File: config.mk
export PLATFORM = sky130hd
export DESIGN_NAME = vga_scan_engine
export DESIGN_NICKNAME = d
export VERILOG_FILES = /design/src/rtl/vga_scan_engine.sv
export SDC_FILE = /design/constraint.sdc
export NUM_CORES = 1
export LEC_CHECK = 0
export CAP_MARGIN = 10
export CORE_AREA = 5 5 117 75
export DETAILED_ROUTE_END_ITERATION = 10
export DIE_AREA = 0 0 122 80
export GPL_TIMING_DRIVEN = 1
export PLACE_DENSITY = 0.55
export SLEW_MARGIN = 10
export SYNTH_ARGS = -nofsm -noshare
export SYNTH_HDL_FRONTEND = slang
export SYNTH_SLANG_ARGS = --single-unit
File: constraint.sdc
create_clock -name clk -period 2.8 [get_ports clk]
set_clock_uncertainty 0.15 [all_clocks]
set_input_delay 0.84 -clock clk [delete_from_list [all_inputs] [get_ports clk]]
set_output_delay 0.84 -clock clk [all_outputs]
set_load 0.01 [all_outputs]
File: src/rtl/vga_scan_engine.sv
// Parametrised VGA scan engine: h/v timing, framebuffer addressing with optional 2x scaling,
// read-latency compensation and bit-replicated colour expansion.
module vga_scan_engine #(
  parameter int unsigned H_ACTIVE = 640,
  parameter int unsigned H_FP     = 16,
  parameter int unsigned H_SYNC   = 96,
  parameter int unsigned H_BP     = 48,
  parameter int unsigned V_ACTIVE = 480,
  parameter int unsigned V_FP     = 10,
  parameter int unsigned V_SYNC   = 2,
  parameter int unsigned V_BP     = 33,
  parameter int unsigned SYNC_POL = 0,
  parameter int unsigned DW       = 4,
  parameter int unsigned OUT_W    = 8,
  parameter int unsigned RD_LAT   = 1
) (
  input  logic              clk,
  input  logic              clear,
  input  logic              pix_en,
  input  logic              mode_2x,
  output logic [9:0]        rd_addr_x,
  output logic [8:0]        rd_addr_y,
  input  logic [3*DW-1:0]   rd_data,
  output logic [OUT_W-1:0]  vga_r,
  output logic [OUT_W-1:0]  vga_g,
  output logic [OUT_W-1:0]  vga_b,
  output logic              hsync,
  output logic              vsync,
  output logic              valid,
  output logic              frame_start,
  output logic              line_start
);

  localparam int unsigned H_TOT = H_ACTIVE + H_FP + H_SYNC + H_BP;
  localparam int unsigned V_TOT = V_ACTIVE + V_FP + V_SYNC + V_BP;
  localparam int unsigned HW    = $clog2(H_TOT);
  localparam int unsigned VW    = $clog2(V_TOT);
  localparam int unsigned FW    = 5;
  localparam int unsigned REP   = (OUT_W + DW - 1) / DW;
  localparam logic        SP    = 1'(SYNC_POL);

  logic [HW-1:0] h_cnt;
  logic [VW-1:0] v_cnt;
  logic          mode_q;
  logic          h_last;
  logic          v_last;

  assign h_last = (32'(h_cnt) == H_TOT - 1);
  assign v_last = (32'(v_cnt) == V_TOT - 1);

  // Raster counters; scaling mode is only latched at the frame boundary.
  always_ff @(posedge clk) begin
    if (!clear) begin
      h_cnt  <= '0;
      v_cnt  <= '0;
      mode_q <= 1'b0;
    end else if (pix_en) begin
      if (h_last) begin
        h_cnt <= '0;
        if (v_last) begin
          v_cnt  <= '0;
          mode_q <= mode_2x;
        end else begin
          v_cnt <= v_cnt + VW'(1);
        end
      end else begin
        h_cnt <= h_cnt + HW'(1);
      end
    end
  end

  logic          act;
  logic          hs;
  logic          vs;
  logic          fs;
  logic          ls;
  logic [FW-1:0] flags0;

  always_comb begin
    act    = (32'(h_cnt) < H_ACTIVE) && (32'(v_cnt) < V_ACTIVE);
    hs     = (32'(h_cnt) >= H_ACTIVE + H_FP) && (32'(h_cnt) < H_ACTIVE + H_FP + H_SYNC);
    vs     = (32'(v_cnt) >= V_ACTIVE + V_FP) && (32'(v_cnt) < V_ACTIVE + V_FP + V_SYNC);
    fs     = (h_cnt == '0) && (v_cnt == '0);
    ls     = (h_cnt == '0) && (32'(v_cnt) < V_ACTIVE);
    flags0 = {ls, fs, vs, hs, act};
  end

  // Framebuffer address; blanking always reads location zero.
  always_comb begin
    rd_addr_x = '0;
    rd_addr_y = '0;
    if (act) begin
      if (mode_q) begin
        rd_addr_x = 10'(h_cnt >> 1);
        rd_addr_y = 9'(v_cnt >> 1);
      end else begin
        rd_addr_x = 10'(h_cnt);
        rd_addr_y = 9'(v_cnt);
      end
    end
  end

  logic [FW-1:0] flags_d;

  generate
    if (RD_LAT == 0) begin : g_nodly
      assign flags_d = flags0;
    end else begin : g_dly
      localparam int unsigned SRW = FW * RD_LAT;
      logic [SRW-1:0] sr;

      // Timing flags wait here while the RAM read is in flight.
      always_ff @(posedge clk) begin
        if (!clear) begin
          sr <= '0;
        end else if (pix_en) begin
          sr <= SRW'({sr, flags0});
        end
      end

      assign flags_d = sr[SRW-1 -: FW];
    end
  endgenerate

  logic act_d;
  logic hs_d;
  logic vs_d;
  logic fs_d;
  logic ls_d;

  assign {ls_d, fs_d, vs_d, hs_d, act_d} = flags_d;

  function automatic logic [OUT_W-1:0] expand(input logic [DW-1:0] c);
    return OUT_W'({REP{c}} >> (REP * DW - OUT_W));
  endfunction

  // Output register; start pulses drop on the very next clk even without pix_en.
  always_ff @(posedge clk) begin
    if (!clear) begin
      vga_r       <= '0;
      vga_g       <= '0;
      vga_b       <= '0;
      hsync       <= ~SP;
      vsync       <= ~SP;
      valid       <= 1'b0;
      frame_start <= 1'b0;
      line_start  <= 1'b0;
    end else begin
      frame_start <= 1'b0;
      line_start  <= 1'b0;
      if (pix_en) begin
        vga_r       <= act_d ? expand(rd_data[3*DW-1 -: DW]) : '0;
        vga_g       <= act_d ? expand(rd_data[2*DW-1 -: DW]) : '0;
        vga_b       <= act_d ? expand(rd_data[DW-1:0])      : '0;
        hsync       <= hs_d ? SP : ~SP;
        vsync       <= vs_d ? SP : ~SP;
        valid       <= act_d;
        frame_start <= fs_d;
        line_start  <= ls_d;
      end
    end
  end

endmodule

Yosys cells after proc, flatten, opt, wreduce, memory -nomap -nowiden. Index checks and enable logic that the tools add are counted.

Register bits after elaboration: 55. Input bits: 16.

$add $sub $neg: 2. Magnitude comparators: 6. Eq/ne operators: 2. Mux-type cells: 11. Reduce and logical (&&, ||, !) cells: 10.

Operators by type and width (number): $mux 10 (4); $mux 8 (3); $add 10x1->10 const B (2); $eq 10x10->1 const B (2); $logic_not 10->1 (2); $lt 10x10->1 const B (2); $lt 10x9->1 const B (2); $mux 9 (2); $ge 10x10->1 const B (1); $ge 10x9->1 const B (1); $logic_and 1x1->1 (5); $reduce_and 2->1 (2); $reduce_and 3->1 (1); $mux 1 (2).

Depth between registers and ports, before layout. Gate-level depths: netlist of the first run.

Word-level depth: 3. Gate-level depth with buffers: 6. Mapped depth without buffers: 6.

Worst setup path before layout of the first run. OpenSTA, ideal clock, no wires.

Path type: input port to flip-flop. From: input port pix_en. To: register v_cnt[7]. Library setup time: 0.073 ns. Arrival time: 2.302 ns. Required time: 2.577 ns. Path slack: 0.275 ns. Stages: 6. Path buffers: 2. Path through: clkbuf_2 nand4_1 or4_1 buf_2 or4_1 a21oi_1.

Word-level cells in the longest chain between the ends: 1.

RTL lines: start: declaration (line 19) `input logic pix_en,`; $reduce_and 2->1 (no source line); end signal: assignment (line 64) `v_cnt <= v_cnt + VW'(1);`; end: declaration (line 43) `logic [VW-1:0] v_cnt;`.

No other way between the ends. A chain may end at the register's enable or synchronous reset.

Worst setup path in the final report of the first run. Ends and elaborated chain as after synthesis.

==> metrics.csv, run 1 <==
stage,metric,value,unit
place,port bufs,63,
final_layout,synthesis-to-finish area growth,39.2,%
timing,endpoints failing hold,0,
synthesis,Post-Syn Nets,287,
timing,min cycle time layout,2.63,ns
detailed_routing,Residual DRC,0,
global_route,gr ovfl total,0,
synthesis,main area contributors after synthesis,"dfxtp_1 39%, mux2i_1 8.6%, nor2_1 8.0%, buf_4 4.4%, a22oi_1 4.1%",
clock_network,Clock Latency Late Sink,0.28,ns
floorplan,Die H,80,um
setup_path,CP Data Arrival Time,2.69,ns
clock_network,CTS sink cnt,43,
synthesis,Post-synth EDFFs,0,
timing,Slew HR,65.0,%
synthesis,"Cell Area, Synth",2200,sq um
synthesis,leading area contributor after synthesis,dfxtp_1,
final_layout,final core utilization,40.3,%
timing,hold slack,0.285,ns
timing,"Setup violations, final",0,
final_layout,Nets,346,
place,post-DP HPWL,4540,um
floorplan,die span in x,122,um
global_route,Global Route Usage Sum,12.5,%
detailed_routing,TritonRoute pass-1 iters,4,
setup_path,CP max FO,8,
synthesis,Mapped Cells,266,
detailed_routing,WL/cell,13.8,um
synthesis,"FFs w/ async S/R, synth",0,%
power,worst vdd ir,203,uV
floorplan,core area,7600,sq um
setup_path,Critical Path RT,2.87,ns
outcome,status,"complete, no violations",
timing,RSZ-0062 raised after global routing,no,
setup_path,Worst path max stage delay,0.63,ns
timing,Slew @ Worst Pin,0.525,ns
clock_network,H-Tree Depth,2,
global_route,vias in the first global route,1841,
timing,pins over their slew limit,0,
detailed_routing,Via density,4.66,
floorplan,die footprint,9760,sq um
setup_path,crit path capture type,flip-flop,
synthesis,most numerous cell in the Yosys netlist,nor2_1,
timing,Final Cycle Share,93.8,%
setup_path,critical path launch point type,primary input,
setup_path,crit path buf inv count,1,
clock_network,Worst-path clk slew,0.06,ns
synthesis,"Distinct cells, synth",37,
final_layout,Diodes inserted,0,
synthesis,Yosys warnings,0,
detailed_routing,DRT iter0 DRCs,166,
clock_network,CTS Buf Count,5,
timing,Fmax,381,MHz
synthesis,synthesis-stage register bit count,43,
timing,final worst slack,0.173,ns
place,area post-placement,2940,sq um
clock_network,Max clock buf depth,2,
synthesis,Synth top area share,39.1,%
setup_path,CP max stage cell,or4_4,
global_route,first-pass GRT wire length,9670,um
hold_path,Hold Path Class,reg -> reg,
floorplan,I/O pin count,64,
setup_path,worst-path cell chain,clkdlybuf4s50_1 > nand4_1 > or4_4 > or4_1 > a21oi_1,
power,Power Density,436,nW/um^2
final_layout,share of layout cells above drive strength 1,9.54,%
global_route,antenna violations before repair,0,
final_layout,Final Cell Area,3070,sq um
flow_run,max-cap violations,0,
detailed_routing,WL final,5990,um
floorplan,Std-Cell Rows,25,
floorplan,initial core utilization,29.0,%
synthesis,"Seq/Total Area, Yosys",39.1,%
detailed_routing,vias after detailed routing,2017,
place,pre-CTS WS,-0.182,ns
detailed_routing,post-route ant nets,0,
timing,Setup TNS Final,0,ns
setup_path,crit-path leading delay family,simple AND/OR/NAND/NOR gates,
synthesis,ys flop type,dfxtp_1,
global_route,largest net degree at the start of global routing,17,
clock_network,root buffer cell,clkbuf_16,
place,routability congestion estimate,0.783,
clock_network,CTS tree,done,
power,P_leak,1.22,nW
synthesis,Synth top cells by count,"47 x nor2_1, 43 x dfxtp_1, 21 x nand2_1",
setup_path,WS Path Type,in -> reg,
synthesis,mean post-synth cell area,8.28,sq um
[worst paths after layout]
path | from | to | slack [ns] | depth (start not counted)
max | pix_en | v_cnt[7] | 0.17 | 5
min | flags_d[3] | flags_d[3] | 0.29 | 2
max reg2reg | h_cnt[0] | v_cnt[7] | 0.58 | 5
min reg2reg | flags_d[3] | flags_d[3] | 0.29 | 2
[state kept, by name, indices dropped and copies added (netlist names)]
name and flops:
frame_start 1, vga_g 4, line_start 1, v_cnt 10, flags_d 5, vsync 1, hsync 1, mode_q 1
valid 1, vga_r 4, vga_b 4, h_cnt 10
[power by group]
part           switching, mW  leakage (nW)  internal (mW)  total [mW]
registers             0.0104         0.349          0.626       0.637
clock network          0.236        0.0727          0.348       0.584
logic                 0.0525         0.799         0.0637       0.116
[per-layer routing]
metal,wire (um),GRT usage (%),vias to the layer above
met4,51,2.68,0
li1,-,-,1023
met5,0,0,-
met2,2320,16.7,54
met1,3210,19.3,934
met3,403,3.68,6
[metrics by stage]
stage | total power [mW] | instances
global route | 1.39 | 433
detailed placement | 0.770 | 426
CTS | 1.35 | 433
finish | 1.34 | 433
floorplan | 0.708 | 266
global placement | 0.770 | 426
[final cells by class]
type                       instances  area, sq um
clock buffer                       6          139
clock inverter                     1         5.00
fill                             793         4540
inverter                           8         30.0
multi-input combinational        184         1140
sequential                        43          861
tap                              108          135
timing repair buffer              83          757
[cells by family (layout without fill, tap and decap cells)]
logic type / count (synthesis) / after routing / share of synthesized area, %
AOI/OAI and AO/OA: 37 / 37 / 10.7
xor gates and xnor gates: 12 / 12 / 4.77
adders and majority gates: 5 / 5 / 2.84
buffers and inverters: 39 / 98 / 9.49
DFF: 43 / 43 / 39.1
muxes: 19 / 19 / 8.64
and+or+nand+nor: 111 / 111 / 24.5
[placed cells by master, fill, tap and decap left out, types with 9 or more instances in the layout]
| cell type | count |
|---|---|
| nor2_1 | 47 |
| clkdlybuf4s50_1 | 44 |
| dfxtp_1 | 43 |
| nand2_1 | 21 |
| buf_4 | 20 |
| mux2i_1 | 19 |
| dlygate4sd2_1 | 19 |
| a22oi_1 | 12 |
| nand3_1 | 10 |
| o21ai_0 | 9 |
[worst reg2reg max path: cells and delay by family, from the launching register on]
family	cells	cell delay, ns
flops	1	0.40
simple gates	3	1.24
fa+ha+maj	1	0.21
compound gates	1	0.15
[timing repair]
item,in CTS,in global routing
hold buffers,0,0
endpoints found under the setup margin,19,1
resized for setup,20,1
setup buffers,0,0
Power figures use the tool's default switching activity.
==> run 2, diff against run 1 <==
CAP_MARGIN = 5   (was 10)
CORE_AREA = 2 2 114 72   (was 5 5 117 75)
DIE_AREA = 0 0 116 74   (was 0 0 122 80)
RECOVER_POWER = 100   (was unset)
==> metrics.csv, run 2 (same netlist as run 1, synthesis figures left out) <==
stage,metric,value,unit,change
floorplan,Std-Cell Rows,25,,unchanged
timing,final worst slack,0.0949,ns,-0.0779 ns
timing,Setup TNS Final,0,ns,unchanged
clock_network,Max clock buf depth,2,,unchanged
final_layout,Finished Layout Cells,430,,-0.69%
detailed_routing,Residual DRC,0,,unchanged
place,port bufs,63,,unchanged
global_route,Global Route Usage Sum,13.4,%,+0.90 points
clock_network,root buffer cell,clkbuf_16,,
power,worst vdd ir,274,uV,+35%
detailed_routing,WL/cell,13.0,um,-5.7%
timing,"Setup violations, final",0,,unchanged
final_layout,Diodes inserted,0,,unchanged
place,post-DP HPWL,4240,um,-6.7%
detailed_routing,post-route ant nets,0,,unchanged
floorplan,I/O pin count,64,,unchanged
power,Power Density,441,nW/um^2,+1.2%
clock_network,Worst-path clk slew,0.06,ns,about the same
detailed_routing,Via density,4.69,,+0.75%
outcome,status,"complete, no violations",,
detailed_routing,TritonRoute pass-1 iters,4,,unchanged
detailed_routing,vias after detailed routing,2018,,+0.050%
global_route,largest net degree at the start of global routing,17,,unchanged
setup_path,crit path capture type,flip-flop,,
power,P_leak,1.26,nW,+3.3%
setup_path,CP max FO,8,,unchanged
floorplan,initial core utilization,29.1,%,+0.12 points
place,pre-CTS WS,-0.172,ns,+0.00950 ns
timing,min cycle time layout,2.71,ns,+0.0779 ns
detailed_routing,WL final,5610,um,-6.3%
floorplan,Die H,74,um,-7.5%
floorplan,die span in x,116,um,-4.9%
clock_network,CTS Buf Count,5,,unchanged
hold_path,Hold Path Class,reg -> reg,,
global_route,vias in the first global route,1745,,-5.2%
timing,Slew @ Worst Pin,0.507,ns,-0.0182 ns
final_layout,share of layout cells above drive strength 1,7.45,%,-2.1 points
global_route,gr ovfl total,0,,unchanged
global_route,antenna violations before repair,0,,unchanged
clock_network,H-Tree Depth,2,,unchanged
final_layout,Nets,342,,-1.2%
final_layout,synthesis-to-finish area growth,38.4,%,
clock_network,Clock Latency Late Sink,0.28,ns,about the same
place,Placed Cells,422,,-0.94%
setup_path,critical path launch point type,primary input,,
place,routability congestion estimate,0.833,,+6.5%
global_route,first-pass GRT wire length,9000,um,-6.9%
floorplan,die footprint,8580,sq um,-12%
final_layout,"most common cell after layout, fill and taps aside",nor2_1,,
setup_path,CP Data Arrival Time,2.76,ns,+0.07 ns
flow_run,max-cap violations,0,,unchanged
timing,Slew HR,66.2,%,+1.2 points
setup_path,Critical Path RT,2.85,ns,-0.02 ns
timing,pins over their slew limit,0,,unchanged
final_layout,most frequent cells in the layout,"47 x nor2_1, 43 x dfxtp_1, 30 x dlygate4sd3_1, 21 x nand2_1, 19 x mux2i_1",,
timing,Fmax,370,MHz,-2.9%
detailed_routing,DRT iter0 DRCs,156,,-6.0%
setup_path,WS Path Type,in -> reg,,
clock_network,CTS sink cnt,43,,unchanged
clock_network,CTS tree,done,,
timing,endpoints failing hold,0,,unchanged
timing,Final Cycle Share,96.6,%,+2.8 points
timing,RSZ-0062 raised after global routing,no,,
floorplan,core area,7570,sq um,-0.41%
## run 2: worst max-delay path, cell delays in order
cell and delay (ns):
clkdlybuf4s50_1 0.48, nand4_1 0.14, or4_1 0.69, or4_1 0.45, a21oi_1 0.17
## run 2: layer usage
layer  wire length [um]  part of all wire, %  track usage (%)  vias to the layer above
li1                   -                    -                -                     1022
met1               2860                   51             20.9                      918
met2               2230                   40             18.3                       72
met3                479                  8.5             3.83                        6
met4                 40                 0.71             2.38                        0
met5                  0                    0                0                        -
## run 2: where the power goes
group | internal, mW | switching [mW]
Clock | 0.379 | 0.220
Sequential | 0.626 | 0.0103
Combinational | 0.0572 | 0.0511
Total | 1.06 | 0.281
## run 2: what timing repair did
item                                    4_1_cts  5_1_grt
endpoints found under the setup margin       18        7
cloned                                        0        0
gates resized for setup                      12        8
hold buffers                                  0        0
hold endpoints to repair                      0        0
setup buffers                                 0        0
## run 2: path summary, 6_finish.rpt
check,slack [ns],to,depth (start not counted),startpoint
min reg2reg,0.31,flags_d[3],2,flags_d[3]
max,0.09,v_cnt[7],5,pix_en
max reg2reg,0.50,v_cnt[7],5,h_cnt[1]
min,0.31,flags_d[3],2,flags_d[3]
## run 2: area by class of cell
| cell class | count | area [sq um] |
|---|---|---|
| flip-flops and latches | 43 | 861 |
| clock buffers | 8 | 156 |
| inverters | 8 | 30.0 |
| repair buffers | 79 | 724 |
| fillers | 800 | 4520 |
| well taps | 108 | 135 |
| multi-input cells | 184 | 1140 |
## run 2: stage by stage
stage / power, mW / utilization, % / area, sq um / hold WS, ns
6_report: 1.34 / 40.2 / 3050 / 0.311
3_5_place_dp: 0.769 / 38.4 / 2910 / 0.281
4_1_cts: 1.37 / 40.3 / 3050 / 0.316
5_1_grt: 1.40 / 40.2 / 3050 / 0.331
3_3_place_gp: 0.768 / 38.4 / 2910 / 0.282
2_1_floorplan: 0.708 / - / 2200 / 0.258
